[config.mk]
export PLATFORM = sky130hd
export DESIGN_NAME = fetch_sequencer
export DESIGN_NICKNAME = d
export VERILOG_FILES = /design/src/rtl/fetch_pkg.sv /design/src/rtl/fetch_skid.sv /design/src/rtl/fetch_sequencer.sv
export SDC_FILE = /design/constraint.sdc
export NUM_CORES = 1
export LEC_CHECK = 0
export BUFFER_PORTS_ARGS = -buffer_cell sky130_fd_sc_hd__buf_2
export CAP_MARGIN = 20
export CORE_UTILIZATION = 45
export CTS_CLUSTER_SIZE = 28
export DETAILED_ROUTE_END_ITERATION = 10
export HOLD_SLACK_MARGIN = 0.08
export PLACE_DENSITY = 0.68
export SLEW_MARGIN = 25
export SYNTH_ARGS = -nofsm -noshare
export SYNTH_HDL_FRONTEND = slang
export SYNTH_SLANG_ARGS = --single-unit
export TNS_END_PERCENT = 10
[constraint.sdc]
create_clock -name clk -period 2.7 [get_ports clk]
set_input_delay 0.54 -clock clk [delete_from_list [all_inputs] [get_ports clk]]
set_output_delay 0.54 -clock clk [all_outputs]
set_load 0.005 [all_outputs]
[src/rtl/fetch_pkg.sv]
// Shared types and constants for the instruction fetch sequencer.
// Optional feature macro used by fetch_sequencer: FETCH_SEQ_PERF_EN.
package fetch_pkg;

    localparam int unsigned WORD_BYTES = 4;
    localparam logic [31:0] RESET_PC_DEFAULT = 32'h0000_0000;

    typedef enum logic [1:0] {
        IDLE  = 2'd0,
        REQ   = 2'd1,
        HOLD  = 2'd2,
        DRAIN = 2'd3
    } fetch_state_t;

endpackage

[src/rtl/fetch_skid.sv]
// One-entry instruction/pc buffer that absorbs a response arriving while decode is stalled.
// Clear wins over load, load wins over unload.
module fetch_skid #(
    parameter int ADDR_W = 32
) (
    input  logic              clk,
    input  logic              reset,
    input  logic              load,
    input  logic              unload,
    input  logic              clear,
    input  logic [31:0]       load_instr,
    input  logic [ADDR_W-1:0] load_pc,
    output logic              full,
    output logic [31:0]       instr,
    output logic [ADDR_W-1:0] pc
);

    always_ff @(posedge clk or negedge reset) begin
        if (!reset) begin
            full  <= 1'b0;
            instr <= '0;
            pc    <= '0;
        end else if (clear) begin
            full <= 1'b0;
        end else if (load) begin
            full  <= 1'b1;
            instr <= load_instr;
            pc    <= load_pc;
        end else if (unload) begin
            full <= 1'b0;
        end
    end

endmodule

[src/rtl/fetch_sequencer.sv]
// Fetch sequencer: PC, req/ready handshake to instruction memory, jump squash and skid buffer.
// Define FETCH_SEQ_PERF_EN to add the perf_fetch_cnt / perf_bubble_cnt counters.
module fetch_sequencer
    import fetch_pkg::*;
#(
    parameter int                ADDR_W   = 32,
    parameter logic [ADDR_W-1:0] RESET_PC = ADDR_W'(RESET_PC_DEFAULT)
) (
    input  logic              clk,
    input  logic              reset,
    input  logic              jump,
    input  logic [ADDR_W-1:0] jump_target,
    input  logic              stall,
    output logic              imem_req,
    output logic [ADDR_W-1:0] imem_addr,
    input  logic              imem_ready,
    input  logic [31:0]       imem_rdata,
    output logic              if_valid,
    output logic [31:0]       if_instr,
    output logic [ADDR_W-1:0] if_pc,
`ifdef FETCH_SEQ_PERF_EN
    output logic [31:0]       perf_fetch_cnt,
    output logic [31:0]       perf_bubble_cnt,
`endif
    output logic [ADDR_W-1:0] pc
);

    fetch_state_t      state, state_nx;
    logic [ADDR_W-1:0] pc_nx, pc_inc, target, drain_addr;
    logic              consume, drain_ld;
    logic              slot_clr, slot_ld_fresh, slot_ld_skid;
    logic              skid_load, skid_unload, skid_clear, skid_full;
    logic [31:0]       skid_instr;
    logic [ADDR_W-1:0] skid_pc;

    assign target    = {jump_target[ADDR_W-1:2], 2'b00};
    assign pc_inc    = pc + ADDR_W'(WORD_BYTES);
    assign consume   = if_valid & ~stall;
    assign imem_req  = (state == REQ) || (state == DRAIN);
    // pc already holds the redirect target in DRAIN; the abandoned request keeps its own address
    assign imem_addr = (state == DRAIN) ? drain_addr : pc;

    always_comb begin
        state_nx      = state;
        pc_nx         = pc;
        drain_ld      = 1'b0;
        slot_clr      = 1'b0;
        slot_ld_fresh = 1'b0;
        slot_ld_skid  = 1'b0;
        skid_load     = 1'b0;
        skid_unload   = 1'b0;
        skid_clear    = 1'b0;
        case (state)
            IDLE: begin
                state_nx = REQ;
                if (jump) begin
                    pc_nx    = target;
                    slot_clr = 1'b1;
                end
            end
            REQ: begin
                if (jump) begin
                    pc_nx      = target;
                    slot_clr   = 1'b1;
                    skid_clear = 1'b1;
                    drain_ld   = !imem_ready;
                    state_nx   = imem_ready ? REQ : DRAIN;
                end else if (imem_ready) begin
                    pc_nx = pc_inc;
                    if (!if_valid || consume) begin
                        slot_ld_fresh = 1'b1;
                    end else begin
                        skid_load = 1'b1;
                        state_nx  = HOLD;
                    end
                end else if (consume) begin
                    slot_clr = 1'b1;
                end
            end
            HOLD: begin
                if (jump) begin
                    pc_nx      = target;
                    slot_clr   = 1'b1;
                    skid_clear = 1'b1;
                    state_nx   = REQ;
                end else if (consume) begin
                    slot_ld_skid = 1'b1;
                    skid_unload  = 1'b1;
                    state_nx     = REQ;
                end
            end
            DRAIN: begin
                if (jump) begin
                    pc_nx    = target;
                    slot_clr = 1'b1;
                end
                if (imem_ready) state_nx = REQ;
            end
            default: state_nx = IDLE;
        endcase
    end

    always_ff @(posedge clk or negedge reset) begin
        if (!reset) begin
            state      <= IDLE;
            pc         <= RESET_PC;
            drain_addr <= RESET_PC;
            if_valid   <= 1'b0;
            if_instr   <= '0;
            if_pc      <= '0;
        end else begin
            state <= state_nx;
            pc    <= pc_nx;
            if (drain_ld) drain_addr <= pc;
            if (slot_clr) begin
                if_valid <= 1'b0;
            end else if (slot_ld_fresh) begin
                if_valid <= 1'b1;
                if_instr <= imem_rdata;
                if_pc    <= pc;
            end else if (slot_ld_skid) begin
                if_valid <= skid_full;
                if_instr <= skid_instr;
                if_pc    <= skid_pc;
            end
        end
    end

    fetch_skid #(.ADDR_W(ADDR_W)) u_skid (
        .clk        (clk),
        .reset      (reset),
        .load       (skid_load),
        .unload     (skid_unload),
        .clear      (skid_clear),
        .load_instr (imem_rdata),
        .load_pc    (pc),
        .full       (skid_full),
        .instr      (skid_instr),
        .pc         (skid_pc)
    );

`ifdef FETCH_SEQ_PERF_EN
    always_ff @(posedge clk or negedge reset) begin
        if (!reset) begin
            perf_fetch_cnt  <= '0;
            perf_bubble_cnt <= '0;
        end else begin
            if (consume) perf_fetch_cnt <= perf_fetch_cnt + 32'd1;
            if (state != IDLE && !stall && !if_valid) perf_bubble_cnt <= perf_bubble_cnt + 32'd1;
        end
    end
`endif

endmodule

==> impl_metrics.csv, run 1 <==
group,metric,value,unit
synth,post_synth_num_cell_types,52,
placement,io_buffers,190,
clocking,holdBufCountCts,0,
global_route,grt_first_pass_wirelength,32100,um
timing,tightest_slew,0.964,ns
clocking,cts.sinks,188,
synth,synth-edff-count,0,
timing,relSlewSlack,35.7,%
critical_path,worstSetupStartpointType,"register",
cells_and_area,drive_gt1_share,38.7,%
routing,vias_per_cell,5.08,
clocking,htreeDepth,4,
critical_path,end_kind,"primary output",
clocking,cts_resized,0,
global_route,grt_max_degree,69,
power_and_ir_drop,ir_drop,0.458,mV
clocking,cts-root-buf,"clkbuf_16",
power_and_ir_drop,p_leak,5.43,nW
floorplanning,initial_core_util,46.5,%
cells_and_area,final_common_cell,"buf_2",
global_route,antenna_found_initial,0,
clocking,cts_tree,"built",
floorplanning,boundaryPins,199,
routing,dr_total_vias,6138,
synth,ys_ff_latch,188,
floorplanning,die_w,142,um
timing,final.setup.tns,0,ns
critical_path,r2r_start,"state[1]",
routing,final_antenna_net_count,0,
timing,rsz0062_at_grt,"no",
cells_and_area,fill_cells,1692,
routing,wl,19800,um
clocking,cts_setup_buffers,0,
clocking,cts.clk_slew.worst_paths,0.07,ns
global_route,grt.total_usage,20.7,%
cells_and_area,finalNetCount,1010,
worst_hold_path,hold_path.class,"input port to async pin",
timing,finalCritPeriodShare,87.8,%
routing,drc,0,
timing,final_hold_viol_count,0,
timing,clock.fmax,0.422,GHz
floorplanning,dieArea,0.0202,mm^2
synth,syn_area,0.00882,mm^2
floorplanning,rows,50,
cells_and_area,num_antenna_cells,0,
floorplanning,core-area,0.0190,mm^2
synth,seq_area_frac_synth,53.3,%
synth,ys.flop_type,"dfrtp_1",
timing,fin_skew,0.0103,ns
timing,hold_ws,0.0895,ns
synth,async_reset_ff_share,100,%
synth,synth_cells,761,
critical_path,cp.required,2.16,ns
routing,drt_iter0_markers,282,
global_route,grt_pass1_vias,6071,
placement,place.gp.congestion,0.761,
clocking,worstSkewPairLatency,0.43,ns
clocking,cts_buffers,17,
critical_path,cp_max_fo,20,
critical_path,cp-startpoint,"state[0]",
clocking,cts.path.max_buffers,2,
power_and_ir_drop,power_density,830,mW/mm^2
global_route,grt-ovfl-total,0,
floorplanning,die_height,142,um
timing,setup_viol,0,
synth,ys_warn_count,0,
cells_and_area,final_cell_mix,"buf_2, dfrtp_1, nand2_1",
routing,wl_per_cell,16.4,um
placement,place_hpwl,13600,um
critical_path,worstPathArrival,1.83,ns
cells_and_area,syn2layout_area_growth,20.5,%
synth,avgSynthCellArea,11.6,um^2
status,run_status,"finished, final reports clean",
routing,dr.pass1.iters,5,
job,cap_violations,0,
critical_path,criticalPathCategory,"register to primary output",
timing,finalWorstPathRequiredPeriod,2.37,ns
timing,slew_violations,0,
worst max-delay path, cell delays in order (launching register included):
cell	delay, ns
dfrtp_1	0.42
ha_2	0.20
buf_4	0.28
mux2_2	0.37
buf_2	0.12
state kept, by name (all words and copies together) (netlist names):
register	flops
if_instr	32
u_skid.instr	32
drain_addr	30
if_pc	30
pc	30
u_skid.pc	30
state	2
if_valid	1
u_skid.full	1
synth_stat cells (2+ instances only):
| cell type | number | area share [%] |
|---|---|---|
| dfrtp_1 | 188 | 53 |
| nand2_1 | 110 | 4.7 |
| mux2_2 | 105 | 13 |
| mux2i_1 | 60 | 6.8 |
| o21ai_1 | 57 | 3.2 |
| o21ai_0 | 45 | 2.6 |
| buf_2 | 22 | 1.2 |
| clkbuf_1 | 19 | 0.81 |
| xnor2_1 | 16 | 1.6 |
| mux2_1 | 12 | 1.5 |
| nor2_1 | 11 | 0.47 |
| buf_6 | 10 | 1.3 |
| nor3_1 | 10 | 0.57 |
| nand3_1 | 9 | 0.51 |
| inv_1 | 8 | 0.34 |
| nand4_1 | 8 | 0.57 |
| a21oi_1 | 7 | 0.40 |
| buf_4 | 7 | 0.60 |
| xor2_1 | 6 | 0.60 |
| ha_1 | 5 | 0.71 |
| and3_1 | 4 | 0.28 |
| a31oi_1 | 3 | 0.21 |
| nand3_4 | 3 | 0.60 |
| a41o_1 | 2 | 0.23 |
| and2_1 | 2 | 0.14 |
| and4_1 | 2 | 0.20 |
| buf_1 | 2 | 0.085 |
| clkbuf_2 | 2 | 0.11 |
| nor4_1 | 2 | 0.14 |
| nor4_2 | 2 | 0.28 |
final cells by class:
class                      instances  area [um^2]  share of cell area [%]
sequential                       188         4700                    44.3
clock buffer                      19          433                    4.07
multi-input combinational        508         3770                    35.4
timing repair buffer             213         1210                    11.4
tap                              260          325                    3.06
clock inverter                    13          165                    1.55
inverter                           8         30.0                   0.282
worst paths after layout:
kind	to	depth (start not counted)	slack, ns
max	imem_addr[16]	4	0.33
min	if_instr[22]	1	0.09
max reg2reg	drain_addr[26]	5	0.40
min reg2reg	if_instr[13]	2	0.48
max in group asynchronous	u_skid.instr[0]	2	1.79
min in group clk	pc[12]	3	0.32
kinds of logic (layout without fill, tap and decap cells):
kind of cell    count (synthesis)  in the layout  share of synthesized area (%)
flops                         188            188                           53.3
buf+inv                        70            253                           4.47
xor+xnor                       22             22                           2.18
simple gates                  177            177                           10.2
fa+ha+maj                       5              5                          0.709
compound gates                121            121                           7.30
mux                           177            177                           21.7
other cells                     1              6                         0.0425
routing by layer:
metal	up-vias	wire length [um]	track usage, %
met5	-	0	0
met4	0	150	5.04
met3	14	1180	5.59
met2	176	9070	33.3
met1	2958	9410	27.7
li1	2990	-	-
per-stage QoR:
step / instances / power (mW) / instance area (um^2) / setup slack, ns / util [%]
CTS: 1209 / 8.94 / 10600 / 0.298 / 56.1
global route: 1209 / 9.39 / 10600 / 0.236 / 56.1
global placement: 1177 / 6.27 / 10000 / 0.382 / 52.9
finish: 1209 / 8.83 / 10600 / 0.330 / 56.1
floorplan: 766 / 5.33 / 8840 / 0.594 / -
detailed placement: 1177 / 6.35 / 10000 / 0.361 / 52.9
power breakdown:
| part | switching, mW | internal (mW) | total (mW) |
|---|---|---|---|
| clock network | 1.10 | 1.47 | 2.57 |
| registers | 0.393 | 3.47 | 3.87 |
| logic | 1.16 | 1.23 | 2.39 |
No activity file was read; power rests on OpenSTA's default activity.
==> run 2, diff against run 1 <==
GPL_TIMING_DRIVEN = 0   (was not set)
PLACE_DENSITY = 0.71   (was 0.68)
clock period = 2.1 ns   (was 2.7 ns; I/O delays follow)
==> impl_metrics.csv, run 2 (same netlist as run 1, synthesis figures left out) <==
group,metric,value,unit
status,run_status,"finished with violations",
status,failed_checks,"negative setup slack",
worst_hold_path,holdPathStages,3,
cells_and_area,regArea,0.00471,mm^2
routing,wl,22200,um
critical_path,cp_max_fo,10,
cells_and_area,fin_util,58.7,%
global_route,grt_max_degree,80,
timing,finalCritPeriodShare,103,%
power_and_ir_drop,pwr-share-comb,30.6,%
floorplanning,die_w,142,um
routing,final_antenna_net_count,0,
clocking,cts.clk_slew.worst_paths,0.07,ns
timing,rsz0062_at_grt,"yes",
timing,final.setup.tns,-1.23,ns
clocking,cts_buffers,17,
critical_path,worstSetupStartpointType,"register",
critical_path,end_kind,"primary output",
cells_and_area,drive_gt1_share,41.6,%
critical_path,critPathMaxStageDelay,0.44,ns
critical_path,r2r_slack,0.01,ns
global_route,grt-ovfl-total,0,
timing,final_hold_viol_count,0,
routing,wl_per_cell,17.7,um
timing,finalWorstPathRequiredPeriod,2.17,ns
critical_path,worstPathArrival,1.75,ns
clocking,cts.path.max_buffers,2,
routing,dr_total_vias,6488,
clocking,cts_tree,"built",
cells_and_area,fin_cells,1256,
critical_path,critPathTopFamily,"flip-flops",
clocking,cts-root-buf,"clkbuf_16",
job,cap_violations,0,
timing,slew_violations,0,
global_route,grt.total_usage,22.7,%
critical_path,path_buf_inv,2,
global_route,grt_first_pass_wirelength,35100,um
floorplanning,rows,50,
critical_path,cp.required,1.68,ns
cells_and_area,multi_input_area,0.00383,mm^2
placement,place.gp.congestion,0.778,
power_and_ir_drop,seqPwrFrac,41.8,%
global_route,antenna_found_initial,1,
floorplanning,initial_core_util,46.5,%
placement,place_hpwl,15500,um
timing,clock.fmax,0.460,GHz
timing,setup_viol,27,
floorplanning,core-area,0.0190,mm^2
timing,fin_ws,-0.0727,ns
power_and_ir_drop,cellInternalPower,8.30,mW
cells_and_area,final_common_cell,"buf_2",
routing,vias_per_cell,5.17,
critical_path,reg2reg_depth,10,
timing,relSlewSlack,45.0,%
power_and_ir_drop,ir_drop,0.670,mV
cells_and_area,final_cell_mix,"buf_2, dfrtp_1, nand2_1",
power_and_ir_drop,power_density,1070,mW/mm^2
routing,drc,0,
cells_and_area,syn2layout_area_growth,26.1,%
floorplanning,dieArea,0.0202,mm^2
clocking,worstSkewPairLatency,0.43,ns
power_and_ir_drop,switching_share,30.5,%
timing,fin_skew,0.0106,ns
clocking,htreeDepth,4,
routing,dr.pass1.iters,4,
cells_and_area,num_antenna_cells,0,
cells_and_area,top_regs,"if_instr: 32 flops, u_skid.instr: 32 flops",
worst_hold_path,hp-start,"jump_target[20]",
critical_path,cp-startpoint,"state[0]",
critical_path,rr_endpoint,"if_pc[28]",
critical_path,cp_cell_sequence,"ha_4, buf_8, mux2_2, buf_2",
clocking,cts.sinks,188,
worst_hold_path,hold_path.class,"input port to register",
placement,post-place-cells,1217,
floorplanning,die_height,142,um
cells_and_area,fill_cells,1612,
cells_and_area,stdcell_area,0.0111,mm^2
timing,tightest_slew,0.825,ns
critical_path,criticalPathCategory,"register to primary output",
power_and_ir_drop,p_leak,5.69,nW
routing,drt_iter0_markers,293,
worst_hold_path,worstHoldEndpoint,"pc[20]",
critical_path,r2r_start,"state[1]",
placement,io_buffers,189,
floorplanning,boundaryPins,199,
critical_path,slowest_stage,"dfrtp_2",
power_and_ir_drop,power_frac_clock,27.6,%
global_route,grt_pass1_vias,6578,
power_and_ir_drop,p_switching,3.64,mW
placement,place_area,0.0102,mm^2
cells_and_area,finalNetCount,1058,
run 2: cell count changes in the layout (fill, tap and decap cells not counted), moves of 4 or more:
| cell | delta |
|---|---|
| nand2_2 | +4 |
| mux2_2 | -7 |
| clkbuf_1 | +9 |
| mux2_4 | +7 |
| o21ai_1 | +6 |
| clkbuf_2 | +6 |
| o21ai_0 | -9 |
| buf_6 | +19 |
| nand2_1 | -5 |
run 2: worst register-to-register path, stage by stage (launching register included):
cell	delay, ns
dfrtp_2	0.45
inv_2	0.10
ha_4	0.15
nor2b_4	0.20
nand3_4	0.10
a221o_1	0.37
buf_6	0.16
buf_12	0.16
buf_6	0.14
nand2_1	0.07
o21ai_1	0.07
run 2: layer usage:
| metal | global-route usage, % | share of wire [%] |
|---|---|---|
| met2 | 37.2 | 49 |
| met5 | 0 | 0 |
| met1 | 30.4 | 45 |
| met3 | 4.00 | 4.7 |
| met4 | 7.47 | 1.4 |
run 2: how the worst max path moves through the flow:
stage | end | slack (ns) | cells after the start
detailed placement | imem_addr[27] | -0.59 | 5
global placement | u_skid.pc[17] | -2.55 | 1
CTS | imem_addr[27] | -0.07 | 4
floorplan | imem_addr[10] | 0.11 | 4
global route | imem_addr[28] | -0.13 | 4
finish | imem_addr[8] | -0.07 | 4
run 2: what timing repair did:
item,in CTS,in global routing
setup buffers,3,4
pin swaps,1,4
endpoints found under the hold margin,33,0
gates cloned,0,1
endpoints found under the setup margin,154,108
resized for setup,52,36
hold buffers,1,0
run 2: area by class of cell:
cell class,instances,share of cell area [%]
Buffer,61,4.28
Sequential cell,188,42.3
Clock inverter,13,1.48
Clock buffer,18,3.86
Multi-Input combinational cell,508,34.5
Inverter,8,0.270
Tap cell,260,2.92
Timing Repair Buffer,200,10.4
run 2: through the flow:
step | hold WS [ns] | worst slack (ns) | power, mW
floorplan | 0.124 | 0.114 | 6.85
global placement | 0.460 | -2.55 | 8.16
detailed placement | 0.299 | -0.586 | 8.28
CTS | 0.189 | -0.0702 | 11.9
global route | 0.201 | -0.127 | 12.6
finish | 0.202 | -0.0727 | 11.9
run 2: power groups by stage:
stage	Clock (mW)	Combinational, mW	Sequential, mW
global placement	0	3.18	4.98
CTS	3.36	3.59	4.99
finish	3.30	3.65	4.99
detailed placement	0	3.25	5.04
floorplan	0	1.88	4.97
global route	3.51	4.01	5.10
